**src/rtl/stopwatch_ctrl.sv**
```systemverilog
// stopwatch_ctrl: sync/debounce two buttons, run/stop/lap/reset FSM, base-tick prescaler.
// Ports: clk, reset (async, active-low), btn_ss/btn_lr raw buttons in;
//        tick, clr, hold, running, state[1:0] out, all straight from flops.

module stopwatch_btn_stage #(
  parameter int DB_CYCLES = 50000
) (
  input  logic clk,
  input  logic reset,
  input  logic btn,
  output logic press
);
  localparam int DW = (DB_CYCLES > 1) ? $clog2(DB_CYCLES) : 1;
  localparam logic [DW-1:0] DB_LAST = DW'(DB_CYCLES - 1);

  logic [1:0]    sync;
  logic          db;
  logic          db_q;
  logic [DW-1:0] cnt;

  always_ff @(posedge clk or negedge reset) begin
    if (!reset) begin
      sync  <= '0;
      db    <= 1'b0;
      db_q  <= 1'b0;
      cnt   <= '0;
      press <= 1'b0;
    end else begin
      sync  <= {sync[0], btn};
      db_q  <= db;
      press <= db & ~db_q;
      if (sync[1] == db) begin
        cnt <= '0;
      end else if (cnt == DB_LAST) begin
        db  <= ~db;
        cnt <= '0;
      end else begin
        cnt <= cnt + DW'(1);
      end
    end
  end
endmodule

module stopwatch_ctrl #(
  parameter int TICK_DIV  = 100000,
  parameter int DB_CYCLES = 50000
) (
  input  logic       clk,
  input  logic       reset,
  input  logic       btn_ss,
  input  logic       btn_lr,
  output logic       tick,
  output logic       clr,
  output logic       hold,
  output logic       running,
  output logic [1:0] state
);
  localparam int PW = $clog2(TICK_DIV);
  localparam logic [PW-1:0] P_LAST = PW'(TICK_DIV - 1);

  typedef enum logic [1:0] {
    IDLE  = 2'b00,
    RUN   = 2'b01,
    LAP   = 2'b10,
    PAUSE = 2'b11
  } st_t;

  st_t           cur;
  st_t           nxt;
  logic          ss_p;
  logic          lr_p;
  logic          ss_go;
  logic          lr_go;
  logic          clr_d;
  logic          hold_d;
  logic          run_d;
  logic          active;
  logic          wrap;
  logic [PW-1:0] presc;

  stopwatch_btn_stage #(.DB_CYCLES(DB_CYCLES)) u_ss (
    .clk   (clk),
    .reset (reset),
    .btn   (btn_ss),
    .press (ss_p)
  );

  stopwatch_btn_stage #(.DB_CYCLES(DB_CYCLES)) u_lr (
    .clk   (clk),
    .reset (reset),
    .btn   (btn_lr),
    .press (lr_p)
  );

  // start/stop has priority when both presses land together
  assign ss_go = ss_p;
  assign lr_go = lr_p & ~ss_p;

  always_ff @(posedge clk or negedge reset) begin
    if (!reset) begin
      cur     <= IDLE;
      clr     <= 1'b0;
      hold    <= 1'b0;
      running <= 1'b0;
    end else begin
      cur     <= nxt;
      clr     <= clr_d;
      hold    <= hold_d;
      running <= run_d;
    end
  end

  always_comb begin
    nxt = cur;
    unique case (cur)
      IDLE:  if (ss_go) nxt = RUN;
      RUN:   if (ss_go) nxt = PAUSE;
             else if (lr_go) nxt = LAP;
      LAP:   if (ss_go) nxt = PAUSE;
             else if (lr_go) nxt = RUN;
      PAUSE: if (ss_go) nxt = RUN;
             else if (lr_go) nxt = IDLE;
    endcase
  end

  always_comb begin
    clr_d  = 1'b0;
    hold_d = 1'b0;
    run_d  = 1'b0;
    unique case (1'b1)
      (cur == IDLE):  clr_d = lr_go;
      (cur == PAUSE): clr_d = lr_go;
      default:        clr_d = 1'b0;
    endcase
    hold_d = (nxt == LAP);
    run_d  = (nxt == RUN) || (nxt == LAP);
  end

  assign state  = cur;
  assign active = (cur == RUN) || (cur == LAP);
  assign wrap   = active && (presc == P_LAST);

  // PAUSE keeps the fraction; the leaving edge may still wrap
  always_ff @(posedge clk or negedge reset) begin
    if (!reset) begin
      presc <= '0;
      tick  <= 1'b0;
    end else begin
      tick <= wrap;
      if (cur == IDLE) begin
        presc <= '0;
      end else if (active) begin
        presc <= wrap ? '0 : presc + PW'(1);
      end
    end
  end
endmodule

```
**config.mk**
```make
export PLATFORM = sky130hd
export DESIGN_NAME = stopwatch_ctrl
export DESIGN_NICKNAME = d
export VERILOG_FILES = /design/src/rtl/stopwatch_ctrl.sv
export SDC_FILE = /design/constraint.sdc
export NUM_CORES = 1
export LEC_CHECK = 0
export ABC_AREA = 1
export BUFFER_PORTS_ARGS = -buffer_cell sky130_fd_sc_hd__buf_4
export CAP_MARGIN = 5
export CORE_ASPECT_RATIO = 0.6
export CORE_MARGIN = 3
export CORE_UTILIZATION = 49
export CTS_CLUSTER_SIZE = 10
export DETAILED_ROUTE_END_ITERATION = 12
export HOLD_SLACK_MARGIN = 0.02
export PLACE_DENSITY = 0.66
export SLEW_MARGIN = 20
export SYNTH_ARGS = -nofsm -noshare
export SYNTH_HDL_FRONTEND = slang
export SYNTH_SLANG_ARGS = --single-unit
export TNS_END_PERCENT = 20
```
**constraint.sdc**
```tcl
create_clock -name clk -period 1.6 [get_ports clk]
set_input_delay 0.08 -clock clk [delete_from_list [all_inputs] [get_ports clk]]
set_output_delay 0.08 -clock clk [all_outputs]
set_load 0.01 [all_outputs]
```
==> metrics.log, run 1 <==
[metrics] shortest clock period the worst path allows after layout: between 1500 and 2000 ps
[metrics] highest fanout seen on the critical path: 5
[metrics] Vias/cell: 5.19
[metrics] count of TritonRoute iterations in the first routing pass: 5
[metrics] Hold Violations, Final: 0
[metrics] critical path launch point: state[1]
[metrics] FF-to-FF setup slack: -10 ps
[metrics] total non-filler cell area in the finished layout: 0.00433 sq mm
[metrics] Yosys top cell by area: dfrtp_1
[metrics] cell types occupying the most area after synthesis: dfrtp_1, nor2_1, nand2_1
[metrics] PnR worst setup slack: -11.3 ps
[metrics] largest net degree at the start of global routing: 37
[metrics] clock root cell: clkbuf_16
[metrics] core region area: 0.00641 sq mm
[metrics] Critical Path End Type: flop
[metrics] final-report max-slew violation count: 0
[metrics] Tightest Pin Transition: 425 ps
[metrics] worst reg2reg startpoint: state[1]
[metrics] Post-synth EDFFs: 0
[metrics] final net count: 508
[metrics] global route hottest layer: met1
[metrics] FFs w/ async S/R, synth: 100%
[metrics] flip-flop and latch count after synthesis: 65
[metrics] setup skew after layout: roughly 6.4 ps
[metrics] failing checks: negative setup slack
[metrics] met3 global-route usage: 6.75%
[metrics] final hold slack: 221 ps
[metrics] Multi-input gate area: 0.00165 sq mm
[metrics] clock tree from TritonCTS: yes
[metrics] routed vias: approximately 3000
[metrics] warnings from Yosys: 0
[metrics] area used by sequential logic in the layout: 0.00163 sq mm
[metrics] antenna-violating nets left: 0
[metrics] count of routing violations after the opening detailed-route iteration: between 200 and 300
[metrics] Total Routed Length: 8170 um
[metrics] syn nets: 458
[metrics] count of placed standard cells in the final layout, fillers left out: 584
[metrics] mean instance size in the synthesized netlist: roughly 7.7 sq um
[metrics] critical path type: reg2reg
[metrics] Most used DFF post-synth: dfrtp_1
[metrics] CP peak stage delay: ~400 ps
[metrics] placed wire-length estimate: 5580 um
[metrics] Max Buffers Root-to-Sink: 2
[metrics] P_leak: 1.92 nW
[metrics] Inst Count DP: 556
[metrics] CTS sink cnt: 65
[metrics] highest attainable clock frequency: just over 0.6 GHz
[metrics] FILL cells: 520
[metrics] fraction of post-synthesis cell area in the top cell type by area: 47.7%
[metrics] global-route wire length before repair: 13500 um
[metrics] number of global-route vias before repair: 2752
[metrics] met2 global-route usage: between 20% and 30%
[metrics] height of the die: 70.6 um
[metrics] Critical Path Slowest Stage Cell: dfrtp_2
[metrics] die area: 0.00803 sq mm
[metrics] routed length per placed instance: ~14 um
[metrics] Clock H-tree levels: 3
[metrics] result of the run: complete, but fails checks
[metrics] number of I/O pins: 10
[metrics] Placement Cell Area: 0.00376 sq mm
[metrics] overflow left after global routing: 0
[metrics] die span in x: 114 um
[metrics] final period utilization: 101%
[metrics] clock latency reported for the late side of the worst-skew pair: between 300 and 400 ps
[metrics] Layout area overhead: 27.0%
[metrics] number of violations of the max-capacitance limit: 0
[metrics] Remaining DRCs: 0
[metrics] PwrDens: 943 mW/mm^2
[metrics] worst IR drop on VDD: 899 uV
[metrics] count of inserted antenna diode cells: 0
[metrics] overall global routing resource usage: a little over a fifth
[metrics] type of the worst min-delay path: in2async
[metrics] synthesized cell area: 0.00341 sq mm
[metrics] # rows: 22
[metrics] Clk pin slew, worst setup/hold paths: 60 ps
[metrics] placer's final routability congestion estimate: 0.947
[metrics] clock buffers created by TritonCTS: 9
[metrics] setup repair after global routing missed its margin: true
[metrics] worst max-slew margin expressed relative to the limit: 71.7%
[metrics] worst slack after detailed placement: -23.2 ps
[metrics] CP cell instances: inv_4 -> ha_4 -> inv_2 -> nor2_2 -> nand2_1 -> nor2_1 -> nand2_1 -> a21oi_2 -> buf_4 -> clkbuf_16 -> nor2_1
[metrics] Worst Path Arrival: 1830 ps
[metrics] r2r worst-path depth: 11
[metrics] share of layout cells above drive strength 1: approximately 17%
[metrics] met1 Usage GRT: 34.6%
[metrics] distinct cell type count of the synthesized netlist: 31
[metrics] input/output buffers: 9
[metrics] RR Endpoint: presc[10]
[metrics] starting density of the core: between 50% and 60%
[metrics] # setup viols final: 4
[metrics] number of antenna violations at the first check in global routing: 0
[metrics] startpoint kind of the worst setup timing path: flop
[metrics] portion of the post-synthesis area used by sequential elements: between 40 and 50%
[metrics] number of cells produced by synthesis: 445
[metrics] endpoint required time on the critical path: 1820 ps
## cell type report
type / count / area share, %
sequential: 65 / 37.6
clock inverter: 6 / 2.63
tap: 84 / 2.43
clock buffer: 10 / 5.52
multi-input combinational: 323 / 38.2
timing repair buffer: 42 / 8.90
inverter: 54 / 4.77
## sequential cells by signal, summed over array words and instances, names as in the netlist, 2 cells and up
name / flops
u_ss.cnt: 16
state: 2
u_lr.cnt: 16
presc: 17
u_ss.sync: 2
u_lr.sync: 2
## stage by stage
| step | util (%) | setup TNS [ps] | power [mW] |
|---|---|---|---|
| finish | 67.5 | -18.4 | 4.08 |
| floorplan | - | 0 | 1.73 |
| CTS | 66.1 | -71.2 | 4.13 |
| global route | 67.5 | -814 | 4.23 |
| global placement | 58.6 | -1.73 | 1.80 |
| detailed placement | 58.6 | -174 | 1.80 |
## worst max-delay path by stage
stage	endpoint	slack, ps
3_3_place_gp	presc[5]	-0.8
6_report	presc[10]	-10
3_5_place_dp	presc[5]	-20
4_1_cts	presc[8]	-20
2_1_floorplan	presc[5]	20
5_1_grt	presc[10]	-80
## cells in the final DEF (no fill, tap or decap), types with 4 or more instances in the layout
cell,count
xor2_1,13
nor3_1,8
buf_4,33
nor2_2,6
clkbuf_16,10
xnor2_1,5
o21ai_0,4
nor2_1,100
nand3_1,32
inv_1,49
nand2_1,98
ha_1,4
nand4_1,17
dfrtp_1,63
a21oi_1,7
## power by group
part	internal (mW)	total [mW]	leakage [nW]	switching [mW]
Sequential	1.66	1.67	0.891	0.0126
Clock	1.57	2.31	0.165	0.744
Combinational	0.0346	0.0974	0.862	0.0628
Total	3.26	4.08	1.92	0.819
## synth_stat cells, types with 2 or more instances
master	instances
dfrtp_1	65
inv_1	52
xor2_1	13
o21ai_0	6
nand3_1	32
nor4_1	2
nor2_2	2
nand4_1	17
nand2_1	101
xnor2_1	5
a21oi_1	7
nor2_1	106
o21bai_1	2
nor3_1	9
ha_1	9
nor3b_1	2
## repair_timing
item                                    4_1_cts  5_1_grt
endpoints found under the setup margin       11       29
pin swaps                                     2        8
resized for setup                             5       27
cloned                                        1        0
setup buffers                                 5        3
hold buffers                                  3        0
hold endpoints to repair                     31        0
## critical path: cells and delay by family (launching register included)
family,cells,cell delay (ps)
buffers and inverters,4,360
and+or+nand+nor,5,330
adders and majority gates,1,260
DFF,1,400
AOI/OAI and AO/OA,1,150
## metal layers
metal / vias up / wire (um)
met2: 112 / 3130
met5: - / 0
li1: 1507 / -
met4: 0 / 155
met1: 1393 / 4240
met3: 17 / 644
## cell families (layout without fill, tap and decap cells)
family	Yosys count	after routing	share of synthesized area, %
AND/OR/NAND/NOR	276	276	34.3
flip-flops	65	65	47.7
buffers and inverters	57	112	6.53
AO/OA/AOI/OAI	20	20	3.52
XOR/XNOR	18	18	4.62
adder cells (fa/ha/maj)	9	9	3.30
Note: power is estimated with default switching activity, not from simulation.
==> run 2: changes to the inputs <==
- ABC_AREA: 1 -> not set
==> metrics.log, run 2 <==
[metrics] result of the run: complete, but fails checks
[metrics] failing checks: negative setup slack
[metrics] worst max-slew margin expressed relative to the limit: 70.3%
[metrics] clock tree from TritonCTS: yes
[metrics] most used standard cells in the synthesized netlist: dfrtp_1, nor2_1, xnor2_1
[metrics] clock power share: 44.7%
[metrics] Remaining DRCs: 0
[metrics] Tightest Pin Transition: 446 ps
[metrics] Max Buffers Root-to-Sink: 2
[metrics] final period utilization: 120%
[metrics] highest fanout seen on the critical path: 3
[metrics] largest net degree at the start of global routing: 35
[metrics] die area: 0.00747 sq mm
[metrics] setup repair after global routing missed its margin: true
[metrics] number of I/O pins: 10
[metrics] Layout area overhead: 29.9%
[metrics] clock root cell: clkbuf_8
[metrics] Clock H-tree levels: 3
[metrics] critical path type: reg2reg
[metrics] flip-flop count of the largest register, all copies and words added: 17
[metrics] routed length per placed instance: 14.4 um
[metrics] setup skew after layout: 11.5 ps
[metrics] flip-flop and latch count after synthesis: 65
[metrics] most frequent cells in the layout: buf_4, dfrtp_1, nor2_1
[metrics] input/output buffers: 9
[metrics] overflow left after global routing: 0
[metrics] mean instance size in the synthesized netlist: 10.1 sq um
[metrics] final net count: 402
[metrics] count of inserted antenna diode cells: 0
[metrics] sequential cell fraction of total power: 52.1%
[metrics] startpoint kind of the worst setup timing path: flop
[metrics] starting density of the core: around 54%
[metrics] Total Power: roughly 3.2 mW
[metrics] synthesized cell area: 0.00315 sq mm
[metrics] portion of the post-synthesis area used by sequential elements: between 50% and 60%
[metrics] share of total power consumed by net switching: a little under a quarter
[metrics] global-route wire length before repair: around 12000 um
[metrics] Post-synth EDFFs: 0
[metrics] Yosys top cell by area: dfrtp_1
[metrics] Hold Violations, Final: 0
[metrics] type of the worst min-delay path: in2async
[metrics] placer's final routability congestion estimate: 0.801
[metrics] setup tns final: -8290 ps
[metrics] endpoint required time on the critical path: 1840 ps
[metrics] Critical Path End Type: flop
[metrics] syn nets: about 320
[metrics] end-of-flow core utilization: 69.6%
[metrics] clock latency reported for the late side of the worst-skew pair: 350 ps
[metrics] Most used DFF post-synth: dfrtp_1
[metrics] cell types occupying the most area after synthesis: dfrtp_1, xnor2_1, nor2_1
[metrics] most flop-heavy register: presc
[metrics] Clk pin slew, worst setup/hold paths: roughly 80 ps
[metrics] PwrDens: 784 mW/mm^2
[metrics] count of TritonRoute iterations in the first routing pass: 5
[metrics] internal power: approximately 2.5 mW
[metrics] Worst Path Arrival: 2160 ps
[metrics] placed wire-length estimate: 4830 um
[metrics] number of cells produced by synthesis: 311
[metrics] Vias/cell: between 5 and 6
[metrics] CTS sink cnt: 65
[metrics] proportion of power drawn by combinational gates: 3.2%
[metrics] final hold slack: 215 ps
[metrics] number of violations of the max-capacitance limit: 0
[metrics] overall global routing resource usage: 21.2%
[metrics] share of layout cells above drive strength 1: 28.4%
[metrics] clock buffers created by TritonCTS: 9
[metrics] PnR worst setup slack: -321 ps
[metrics] count of routing violations after the opening detailed-route iteration: between 100 and 150
[metrics] fraction of post-synthesis cell area in the top cell type by area: between 50% and 60%
[metrics] FILL cells: 470
[metrics] P_leak: 1.76 nW
[metrics] switching power: 746 uW
[metrics] # rows: 21
[metrics] die span in x: 110 um
[metrics] antenna-violating nets left: 0
[metrics] # setup viols final: 48
[metrics] highest attainable clock frequency: between 0.5 and 0.6 GHz
[metrics] worst IR drop on VDD: 547 uV
[metrics] FFs w/ async S/R, synth: 100%
[metrics] routed vias: 2484
[metrics] Total Routed Length: 6830 um
[metrics] height of the die: ~68 um
[metrics] commonest non-fill, non-tap cell in the layout: buf_4
[metrics] final-report max-slew violation count: 0
[metrics] most common cell in the netlist: dfrtp_1
[metrics] shortest clock period the worst path allows after layout: 1920 ps
[metrics] Top Registers: presc x17, u_lr.cnt x16, u_ss.cnt x16
[metrics] core region area: 0.00589 sq mm
[metrics] distinct cell type count of the synthesized netlist: 42
[metrics] warnings from Yosys: 0
[metrics] number of antenna violations at the first check in global routing: 0
[metrics] number of global-route vias before repair: 2491
==> run 2: cell count changes after synthesis, moves of 5 or more <==
cell	previous run	this run
nor2_1	106	54
nand2_1	101	19
nor4_1	2	15
xnor2_1	5	34
inv_1	52	12
nand4_1	17	12
xor2_1	13	7
nand3_1	32	13
==> run 2: timing repair <==
item | CTS | global route
resized for setup | 8 | 9
pin swaps | 8 | 5
hold buffers | 3 | 0
endpoints found under the hold margin | 35 | 0
setup endpoints to repair | 49 | 51
buffers inserted | 0 | 1
==> run 2: path summary, 6_finish.rpt <==
path                              start           end  slack, ps  cells after the start
max in group asynchronous         reset   u_lr.cnt[0]        870                      3
setup reg to reg            u_lr.cnt[5]       u_lr.db       -320                      3
hold / removal                    reset     presc[16]        210                      2
min in group clk           u_ss.sync[0]  u_ss.sync[1]        350                      0
hold reg to reg            u_ss.sync[0]  u_ss.sync[1]        350                      0
setup / recovery            u_lr.cnt[5]       u_lr.db       -320                      3
==> run 2: power by group through the flow <==
stage / clock network (mW) / registers, mW / logic (mW)
floorplan: 0 / 1.70 / 0.0304
global placement: 0 / 1.70 / 0.0964
detailed placement: 0 / 1.70 / 0.0988
CTS: 1.47 / 1.67 / 0.108
global route: 1.56 / 1.67 / 0.117
finish: 1.43 / 1.67 / 0.103
==> run 2: worst max-delay path: stages (launching register included) <==
cell     delay, ps
dfrtp_1        390
or4b_4         550
or4_4          570
mux2_4         310
==> run 2: logic make-up after synthesis <==
group                    synth area share [%]
AO/OA/AOI/OAI                            4.56
XOR/XNOR                                 11.4
adder cells (fa/ha/maj)                  3.57
buffers and inverters                    2.66
flip-flops                               51.6
multiplexers                             1.47
AND/OR/NAND/NOR                          24.8
==> run 2: per-layer routing <==
layer | vias to the layer above | wire [um] | track usage [%] | part of all wire [%]
met5 | - | 0 | 0 | 0
met4 | 0 | 61 | 4.67 | 0.89
met3 | 5 | 287 | 8.48 | 4.2
met2 | 45 | 2930 | 30.9 | 43
met1 | 1196 | 3550 | 29.9 | 52
li1 | 1238 | - | - | -
==> run 2: area by class of cell <==
| class | count | area (sq um) | share of cell area, % |
|---|---|---|---|
| tap | 80 | 100 | 2.44 |
| multi-input combinational | 227 | 1540 | 37.5 |
| timing repair buffer | 74 | 583 | 14.2 |
| inverter | 12 | 45.0 | 1.10 |
| clock inverter | 6 | 66.3 | 1.62 |
| sequential | 65 | 1630 | 39.7 |
| clock buffer | 10 | 138 | 3.36 |
==> run 2: per-stage QoR <==
stage          cell area (sq um)  worst slack [ps]  std cells
6_report                    4100              -321        474
3_5_place_dp                3780              -309        454
5_1_grt                     4100              -338        474
4_1_cts                     4050              -277        473
2_1_floorplan               3180              -244        311
3_3_place_gp                3780              -273        454
==> run 3: changes to the inputs <==
- SYNTH_HIERARCHICAL: not set -> 1
==> metrics.log, run 3 <==
[metrics] Tightest Pin Transition: 808 ps
[metrics] Multi-input gate area: 0.00172 sq mm
[metrics] Yosys top cell by area: dfrtp_1
[metrics] number of violations of the max-capacitance limit: 0
[metrics] final-report max-slew violation count: 0
[metrics] overall global routing resource usage: between 10% and 20%
[metrics] starting density of the core: 52.0%
[metrics] endpoint required time on the critical path: 1840 ps
[metrics] final net count: 411
[metrics] most flop-heavy register: presc
[metrics] number of global-route vias before repair: 2502
[metrics] failing checks: negative setup slack
[metrics] core region area: ~0.0062 sq mm
[metrics] Vias/cell: between 5 and 6
[metrics] largest net degree at the start of global routing: 33
[metrics] Met3 Wirelength: ~340 um
[metrics] CP cell instances: or4b_4 -> or4_4 -> buf_6 -> nand2_8 -> nor2_1
[metrics] setup repair after global routing missed its margin: true
[metrics] placer's final routability congestion estimate: 0.838
[metrics] Most used DFF post-synth: dfrtp_1
[metrics] cell types occupying the most area after synthesis: dfrtp_1, xnor2_1, nor2_1
[metrics] height of the die: 69.1 um
[metrics] Post-synth EDFFs: 0
[metrics] shortest clock period the worst path allows after layout: 1820 ps
[metrics] warnings from Yosys: 6
[metrics] setup skew after layout: 7.68 ps
[metrics] flip-flop and latch count after synthesis: 65
[metrics] most frequent cells in the layout: buf_4, dfrtp_1, nor2_1
[metrics] routed vias: 2585
[metrics] input/output buffers: 9
[metrics] clock latency reported for the late side of the worst-skew pair: approximately 350 ps
[metrics] highest attainable clock frequency: 0.549 GHz
[metrics] clock tree from TritonCTS: yes
[metrics] detailed route wirelength on metal2: 3210 um
[metrics] count of routing violations after the opening detailed-route iteration: 121
[metrics] number of antenna violations at the first check in global routing: 0
[metrics] # setup viols final: between 50 and 60
[metrics] flip-flop count of the largest register, all copies and words added: 17
[metrics] highest fanout seen on the critical path: 8
[metrics] most used standard cells in the synthesized netlist: dfrtp_1, nor2_1, xnor2_1
[metrics] P_leak: 1.87 nW
[metrics] commonest non-fill, non-tap cell in the layout: buf_4
[metrics] distinct cell type count of the synthesized netlist: 48
[metrics] Hold Violations, Final: 0
[metrics] area used by sequential logic in the layout: about 0.0016 sq mm
[metrics] CTS sink cnt: 65
[metrics] clock root cell: clkbuf_8
[metrics] portion of the post-synthesis area used by sequential elements: 50.1%
[metrics] Worst Path Arrival: 2060 ps
[metrics] Layout area overhead: 32.8%
[metrics] Top Registers: presc x17, u_lr/cnt x16, u_ss/cnt x16
[metrics] Critical Path End Type: flop
[metrics] count of TritonRoute iterations in the first routing pass: 4
[metrics] final period utilization: 114%
[metrics] synthesized cell area: between 0.003 and 0.004 sq mm
[metrics] Total Power: 2.99 mW
[metrics] FILL cells: roughly 450
[metrics] type of the worst min-delay path: in2async
[metrics] FFs w/ async S/R, synth: 100%
[metrics] Clk pin slew, worst setup/hold paths: 60 ps
[metrics] placed wire-length estimate: 4800 um
[metrics] worst max-slew margin expressed relative to the limit: a little under half
[metrics] highest metal layer with signal wires: met4
[metrics] overflow left after global routing: 0
[metrics] CP peak stage delay: 530 ps
[metrics] result of the run: complete, but fails checks
[metrics] mean instance size in the synthesized netlist: 10.5 sq um
[metrics] Max Buffers Root-to-Sink: 2
[metrics] Clock H-tree levels: 3
[metrics] Total Routed Length: 7100 um
[metrics] Critical Path Slowest Stage Cell: or4b_4
[metrics] Remaining DRCs: 0
[metrics] worst IR drop on VDD: 510 uV
[metrics] number of I/O pins: 10
[metrics] die span in x: roughly 110 um
[metrics] antenna-violating nets left: 0
[metrics] clock buffers created by TritonCTS: 9
[metrics] length of routed wiring on met1: 3480 um
[metrics] PwrDens: 694 mW/mm^2
[metrics] count of inserted antenna diode cells: 0
[metrics] global-route wire length before repair: 12000 um
[metrics] PnR worst setup slack: -221 ps
[metrics] most common cell in the netlist: dfrtp_1
[metrics] number of cells produced by synthesis: 309
[metrics] setup tns final: -6490 ps
[metrics] startpoint kind of the worst setup timing path: flop
[metrics] syn nets: 323
[metrics] # rows: 22
[metrics] end-of-flow core utilization: 69.0%
[metrics] share of layout cells above drive strength 1: 34.7%
[metrics] critical path type: reg2reg
[metrics] die area: 0.00767 sq mm
[metrics] fraction of post-synthesis cell area in the top cell type by area: 50.1%
[metrics] routed length per placed instance: about 15 um
[run 3: cell count changes in the layout (fill, tap and decap cells not counted), sizes merged, moves of 7 or more]
| cell | delta |
|---|---|
| xnor2 | -13 |
| xor2 | +9 |
| nor4 | -7 |
| nand3 | +7 |
| buf | +9 |
| a21oi | +7 |
| nor2 | -15 |
[run 3: kinds of logic after synthesis]
family | after synthesis | synth area share [%]
simple gates | 144 | 24.8
flops | 65 | 50.1
mux | 2 | 0.925
compound gates | 33 | 7.44
buf+inv | 18 | 2.93
xor+xnor | 37 | 9.98
fa+ha+maj | 10 | 3.85
[run 3: metal layers]
metal  GRT usage [%]  vias up
met4            4.45        0
met3            7.89        8
li1                -     1271
met5               0        -
met2            29.1       42
met1            27.9     1264
[run 3: final timing paths]
check / from / to / slack [ps] / depth (start not counted)
worst max-delay path: u_lr/cnt[10] / u_lr/cnt[2] / -220 / 5
worst min-delay path: reset / state[1] / 230 / 2
worst max register to register: u_lr/cnt[10] / u_lr/cnt[2] / -220 / 5
worst min register to register: u_ss/sync[0] / u_ss/sync[1] / 360 / 0
max in group asynchronous: reset / u_ss/cnt[8] / 860 / 3
min in group clk: u_ss/sync[0] / u_ss/sync[1] / 360 / 0
[run 3: metrics by stage]
| step | instance area (sq um) | setup slack (ps) | std cells | hold slack [ps] |
|---|---|---|---|---|
| CTS | 4230 | -212 | 481 | 207 |
| finish | 4310 | -221 | 482 | 228 |
| global placement | 3860 | -179 | 458 | 43.3 |
| global route | 4310 | -267 | 482 | 254 |
| detailed placement | 3860 | -216 | 458 | 45.1 |
| floorplan | 3270 | -240 | 309 | -216 |
[run 3: area by class of cell]
cell class              instances  share of cell area [%]
multi-input cells             227                    40.0
flip-flops and latches         65                    37.7
repair buffers                 83                    15.3
clock buffers                  11                    3.51
clock inverters                 1                   0.116
inverters                      11                   0.958
well taps                      84                    2.44
[run 3: worst max-delay path: cells and delay by family, from the launching register on]
family | cells | cell delay, ps
DFF | 1 | 380
buffers and inverters | 1 | 150
and+or+nand+nor | 4 | 1160
[run 3: power breakdown]
part | switching (mW) | total [mW] | internal (mW)
Combinational | 0.0821 | 0.140 | 0.0577
Clock | 0.571 | 1.18 | 0.609
Sequential | 0.0109 | 1.67 | 1.66
Total | 0.664 | 2.99 | 2.33
[run 3: what timing repair did]
action	in CTS	in global routing
pin swaps	24	4
resized for setup	28	20
hold buffers	3	0
cloned	2	0
endpoints found under the hold margin	56	0
setup endpoints to repair	51	53
buffers inserted	6	1
